<file path="config.mk">
export PLATFORM = sky130hd
export DESIGN_NAME = multdiv_ctrl
export DESIGN_NICKNAME = d
export VERILOG_FILES = /design/src/rtl/multdiv_ctrl.sv
export SDC_FILE = /design/constraint.sdc
export NUM_CORES = 1
export LEC_CHECK = 0
export CAP_MARGIN = 15
export CORE_AREA = 2 2 39 41
export DETAILED_ROUTE_END_ITERATION = 10
export DIE_AREA = 0 0 41 43
export GPL_TIMING_DRIVEN = 0
export PLACE_DENSITY = 0.82
export REMOVE_ABC_BUFFERS = 1
export SLEW_MARGIN = 30
export SYNTH_ARGS = -nofsm -noshare
export SYNTH_HDL_FRONTEND = slang
export SYNTH_SLANG_ARGS = --single-unit
</file>
<file path="constraint.sdc">
create_clock -name clk -period 4.6 [get_ports clk]
set_input_delay 0.92 -clock clk [delete_from_list [all_inputs] [get_ports clk]]
set_output_delay 0.92 -clock clk [all_outputs]
set_load 0.05 [all_outputs]
</file>
<file path="src/rtl/multdiv_ctrl.sv">
// Sequencer for the iterative multiply/divide datapath: LOAD, N RUN steps, DONE.
// Latency: start-to-result N+2 cycles (2 cycles on divide-by-zero); outputs are state decodes.
// Backpressure: none; busy stalls the pipeline and any new start aborts and restarts.
module multdiv_ctrl #(
  parameter int MULT_CYCLES = 32,
  parameter int DIV_CYCLES  = 32
) (
  input  logic       clk,
  input  logic       clr,
  input  logic       ctrl_MULT,
  input  logic       ctrl_DIV,
  input  logic       divisor_zero,
  output logic       en_load,
  output logic       en_step,
  output logic       sel_op,
  output logic [5:0] count,
  output logic       busy,
  output logic       data_resultRDY,
  output logic       data_exception
);

  typedef enum logic [1:0] {
    IDLE = 2'd0,
    LOAD = 2'd1,
    RUN  = 2'd2,
    DONE = 2'd3
  } state_t;

  // Index of the final RUN iteration for each operation.
  localparam logic [5:0] MULT_LAST = 6'(MULT_CYCLES - 1);
  localparam logic [5:0] DIV_LAST  = 6'(DIV_CYCLES - 1);

  state_t     state_q, state_d;
  logic [5:0] count_q, count_d;
  logic       sel_op_q, sel_op_d;
  logic       exc_q, exc_d;

  logic       start;
  logic [5:0] last_idx;

  assign start    = ctrl_MULT | ctrl_DIV;
  assign last_idx = sel_op_q ? DIV_LAST : MULT_LAST;

  // State, iteration counter, operation select and exception flag registers.
  always_ff @(posedge clk) begin
    if (clr) begin
      state_q  <= IDLE;
      count_q  <= 6'd0;
      sel_op_q <= 1'b0;
      exc_q    <= 1'b0;
    end else begin
      state_q  <= state_d;
      count_q  <= count_d;
      sel_op_q <= sel_op_d;
      exc_q    <= exc_d;
    end
  end

  // Next-state logic; a start in any state restarts from LOAD, MULT beating DIV.
  always_comb begin
    state_d  = state_q;
    count_d  = count_q;
    sel_op_d = sel_op_q;
    exc_d    = exc_q;
    if (start) begin
      state_d  = LOAD;
      count_d  = 6'd0;
      sel_op_d = ~ctrl_MULT;
      exc_d    = 1'b0;
    end else begin
      unique case (state_q)
        IDLE: begin
          state_d = IDLE;
        end
        LOAD: begin
          // divisor_zero is only meaningful once the divisor has been loaded.
          if (sel_op_q && divisor_zero) begin
            state_d = DONE;
            exc_d   = 1'b1;
          end else begin
            state_d = RUN;
            count_d = 6'd0;
          end
        end
        RUN: begin
          // count stops at the last index so it never wraps.
          if (count_q == last_idx) begin
            state_d = DONE;
          end else begin
            count_d = count_q + 6'd1;
          end
        end
        DONE: begin
          state_d = IDLE;
          exc_d   = 1'b0;
        end
        default: begin
          state_d = IDLE;
        end
      endcase
    end
  end

  // Moore output decode: purely from registered state so the negedge flops see settled values.
  always_comb begin
    en_load        = (state_q == LOAD);
    en_step        = (state_q == RUN);
    busy           = (state_q == LOAD) || (state_q == RUN);
    data_resultRDY = (state_q == DONE);
    data_exception = (state_q == DONE) && exc_q;
    sel_op         = sel_op_q;
    count          = count_q;
  end

endmodule
</file>
After elaboration in Yosys (flattened, before gate mapping)
Cells that the tools add are included.
- mux-type cells: 9
- eq/ne operators: 9
- $add $sub $neg: 1
- bitwise logic cells: 2
- reductions and logical operators: 10
- operators by type and width (kind ; number):
    $mux W6 ; 2
    $pmux W6 S2 ; 1
    $add A6 B1 Y6 const B ; 1
    $eq A6 B5 Y1 const B ; 1
    $pmux W2 S3 ; 1
    $eq A2 B2 Y1 const B ; 2
    $ne A2 B1 Y1 const B ; 2
    $ne A2 B2 Y1 const B ; 2
    $reduce_bool A2 Y1 ; 2
    $reduce_or A2 Y1 ; 2
    $mux W1 ; 3
    $ne A3 B1 Y1 const B ; 1
    $reduce_and A3 Y1 ; 1
    $eq A2 B1 Y1 const B ; 1
    $logic_and A1 B1 Y1 ; 2
    $logic_not A2 Y1 ; 1
    $mux W2 ; 1
    $pmux W1 S2 ; 1
    $reduce_and A2 Y1 ; 1
    $logic_or A1 B1 Y1 ; 1
    $not A1 Y1 ; 1
    $or A1 B1 Y1 ; 1
- input bits: 5
- register bits after elaboration: 10
- word-level logic and storage cells: 36
- output and inout bits: 12

Logic depth before layout (Yosys ltp)
- word-level depth: 4
- mapped depth: 6
- gate-level depth less buffers: 6

Worst setup path before layout
OpenSTA, ideal clock, no wires.
- path type: register -> output
- start: register state_q[0]
- end: output data_exception
- cell stages (with the launch flop): 3
- path buffers: 0
- data arrival time: 1.369 ns
- setup slack: 2.311 ns
- required time: 3.680 ns
- cells stage by stage: dfxtp_1 -> ha_1 -> and2_1
- longest elaborated chain between the ends: 2
- ends and longest elaborated chain (element ; RTL line ; source):
    from (decl) ; 33 ; state_t state_q, state_d;
    from (signal assigned) ; 52 ; state_q <= state_d;
    $eq A2 B2 Y1 ; -- ;
    net data_resultRDY ; 18 ; output logic data_resultRDY,
    $logic_and A1 B1 Y1 ; 110 ; data_exception = (state_q == DONE) && exc_q;
    to (decl) ; 19 ; output logic data_exception
The timed path passes the listed nets, and every way through them passes these cells.

Final worst setup path
- start: register state_q[0]
- end: output busy
- longest elaborated chain between the ends: 2
- elaborated cells on any way between the ends: 3
- classes of those cells: 2 x eq/ne; 1 x reduce/logical
- ends and longest elaborated chain (element ; RTL line ; source):
    $eq A2 B1 Y1 or $eq A2 B2 Y1 (tied branches) ; 108 ; busy = (state_q == LOAD) || (state_q == RUN);
    $logic_or A1 B1 Y1 * ; 108 ;
    to (decl) ; 17 ; output logic busy,
Every way passes the cells marked *; elsewhere a longest branch is shown, timed or not.

==> metrics list <==
- Prior to clock tree synthesis, the placed netlist has a worst setup slack of between 2 and 2.5 ns.
* Worst hold slack after final layout: 0.571 ns
- In this run the critical register-to-register path is launched from state_q[0].
- The final number of max-transition violations came to 0.
* Layout Area Growth over Synthesis: 35.6%
- For the final routed database, the setup TNS stands at 0 ns.
- Diode insertion count for antenna repair: 0
* Cts hold-fix bufs: 0
- Terminating pin of the worst hold path: count[3]
- Total global-route track usage: 16.9%
- RD Place Congestion: 0.755
- In this run the static leakage power is roughly 0.29 nW.
- Number of warning messages in the yosys log: 0
- Placed wire-length estimate: 948 µm
- TritonCTS built the clock tree.
* Endpoint class of the critical path: output port
* H-tree depth: 1
- The top cell types in the final layout, fill and taps aside, are sky130_fd_sc_hd__clkdlybuf4s50_1 (16), sky130_fd_sc_hd__dfxtp_1 (10), sky130_fd_sc_hd__nor2_1 (6), sky130_fd_sc_hd__nand2_1 (6).
- Based on the critical path, the design can be clocked at up to 0.345 GHz.
* Num ports: 17
* Die Y-Extent: 43 µm
* Cell Pwr Density: 252 nW/µm²
- Share of flip-flops with an asynchronous set or reset after synthesis: 0%
- Wire length of the first global-routing pass: 2.13 mm
* Number of instances in the synthesized netlist: 68
* EDFF count, synth: 0
- Cells with a size suffix above 1 make up between 10% and 20% of the layout.
- Run status: completed
- TritonRoute pass-1 iters: 4
- Min-delay worst type: reg2reg
* Final worst setup slack: ~1.7 ns
- Once detail routing completed, the nets flagged for antenna violations numbered 0.
- Time the final worst path needs with I/O delays and setup: 2.89 ns
- Total number of placement rows: 14
* Vias after detailed routing: 593
- The total overflow left after global routing is 0.
* Detailed-route DRC error count: 0
* Commonest register cell after synthesis: sky130_fd_sc_hd__dfxtp_1
* Post-Layout Cell Count: a little over 100
- Final core utilization: between 50 and 60%
* Slack of the worst reg-to-reg path: 2.82 ns
- Unrepaired setup endpoints after global routing: no
- Sum of met2 wire segment lengths after detailed routing: 603 µm
- DRT met1 WL: 576 µm
- Worst Setup Start Kind: register
* DRC violation total after the first TritonRoute iteration: 5
* Count of distinct cell types in the synthesized netlist: 30
* # clock sinks: 10
- The number of hold violations in the final report is 0.
- In this run, synthesis produced a sequential element count of 10.
* Type of the setup path with the least slack: reg2out
- Final Setup Violations: 0
- The region available for standard cell placement spans 1380 µm².
- IR analysis of the VDD net gives a maximum drop of between 0.00015 and 0.0002 V.
- Rel. slew slack: between 60% and 70%
- Worst r2r path cells: 6
- Number of antenna violations at the first check in global routing: 0
* Clock buffers created by TritonCTS: 3
- Clock-pin slew was measured on the worst setup and hold paths at 0.07 ns.
- Max clock buf depth: 2
- Insertion delay to the later sink of the worst-skew pair: 0.26 ns
- Routed signal wires occupy layers up through met3.
- Peak fanout along the critical path: 4
- Number of vias per cell: roughly 5.8
- Die area: 1760 µm²
* Data arrival, critical path: 1.97 ns
- Number of global-route vias before repair: approximately 540
- The routed design has 1.25 mm of wire.
- The cell sitting at the root of the clock tree is a sky130_fd_sc_hd__clkbuf_4.
- Total of cells resized after clock tree synthesis: 0
* Largest net degree at the start of global routing: 10
- Total setup buffers inserted after CTS: 0
- Buffers placed on the I/O ports in this run total 16.
* Fill cell count: 138
* Die width: approximately 40 µm
- The initial utilization of the core area, before any placement, comes to 42.9%.
* Slew at the pin closest to its max-slew limit: 0.496 ns
- Most common cell after layout, fill and taps aside: sky130_fd_sc_hd__clkdlybuf4s50_1
- Data on the critical path is required at its endpoint by 3.68 ns.
- The startpoint identified for the worst hold timing path is count[3].
* Per-cell routed wire length: 12.2 µm
- Max-cap viol count: 0
* Placed cell count: 99
- Average cell area after synthesis: 8.74 µm²
- Of the available clock period, the critical path in the final layout requires 62.9%.
* Routed wl met3: 72 µm
* Critical R2R Capture: count[0]
- On the final layout, the worst clock skew is 0.00358 ns.
- Counting instances, the worst hold path has a depth of 2.
- After the last flow step, the layout net total stands at slightly below 100.
- After synthesis, flip-flops and latches occupy 33.7% of the total area.
- After synthesis the cells add up to about 590 µm².
## routing by layer
layer | track usage, % | vias up
met5 | 0 | -
met4 | 6.00 | 0
met3 | 3.14 | 0
met2 | 26.9 | 15
met1 | 21.7 | 283
li1 | - | 295
## power breakdown
group	internal (mW)	total [mW]	switching [mW]
Combinational	0.0128	0.0343	0.0216
Sequential	0.0879	0.0899	0.00195
Clock	0.0480	0.0789	0.0308
## synthesized netlist by cell type, types with 2 or more instances
cell	count	area, µm²
sky130_fd_sc_hd__ha_1	5	62.6
sky130_fd_sc_hd__nand3_1	2	10.0
sky130_fd_sc_hd__a21oi_1	5	25.0
sky130_fd_sc_hd__nor3_1	4	20.0
sky130_fd_sc_hd__nor2_1	6	22.5
sky130_fd_sc_hd__nand4b_1	2	17.5
sky130_fd_sc_hd__o21ai_0	3	15.0
sky130_fd_sc_hd__a211oi_1	2	15.0
sky130_fd_sc_hd__dfxtp_1	10	200
sky130_fd_sc_hd__nand2_1	6	22.5
sky130_fd_sc_hd__inv_1	4	15.0
## kinds of logic (layout without fill, tap and decap cells)
| logic type | after synthesis | after routing | synth area share, % |
|---|---|---|---|
| AO/OA/AOI/OAI | 22 | 22 | 29.1 |
| flip-flops | 10 | 10 | 33.7 |
| adder cells (fa/ha/maj) | 5 | 5 | 10.5 |
| AND/OR/NAND/NOR | 26 | 26 | 23.4 |
| buffers and inverters | 5 | 24 | 3.37 |
## through the flow
stage | total power, mW | instance area [µm²]
final | 0.203 | 806
after global routing | 0.212 | 806
after CTS | 0.206 | 806
after detailed placement | 0.126 | 769
after global placement | 0.126 | 769
after floorplan | 0.114 | 589
## state kept, by name (all words and copies together) (netlist names)
signal	flops
count	6
state_q	2
exc_q	1
sel_op	1
## area by class of cell
| class | count | area [µm²] | area share [%] |
|---|---|---|---|
| multi-input combinational | 53 | 374 | 46.4 |
| clock buffer | 4 | 36.3 | 4.50 |
| inverter | 4 | 15.0 | 1.86 |
| timing repair buffer | 16 | 160 | 19.9 |
| sequential | 10 | 200 | 24.8 |
| tap | 16 | 20.0 | 2.48 |
## worst max-delay path by stage
stage                           to  slack (ns)  cells after the start       start
global route                  busy        1.64                      4  state_q[0]
floorplan           data_exception        2.31                      2  state_q[0]
finish                        busy        1.71                      4  state_q[0]
global placement              busy        2.02                      4  state_q[0]
detailed placement            busy        2.01                      4  state_q[0]
CTS                           busy        1.70                      4  state_q[0]
## critical path, cell delays in order (launching register included)
cell and delay [ns]:
sky130_fd_sc_hd__dfxtp_1 0.40, sky130_fd_sc_hd__inv_1 0.10, sky130_fd_sc_hd__ha_1 0.35, sky130_fd_sc_hd__inv_1 0.07
sky130_fd_sc_hd__clkdlybuf4s50_1 0.79
Power figures use the tool's default switching activity.
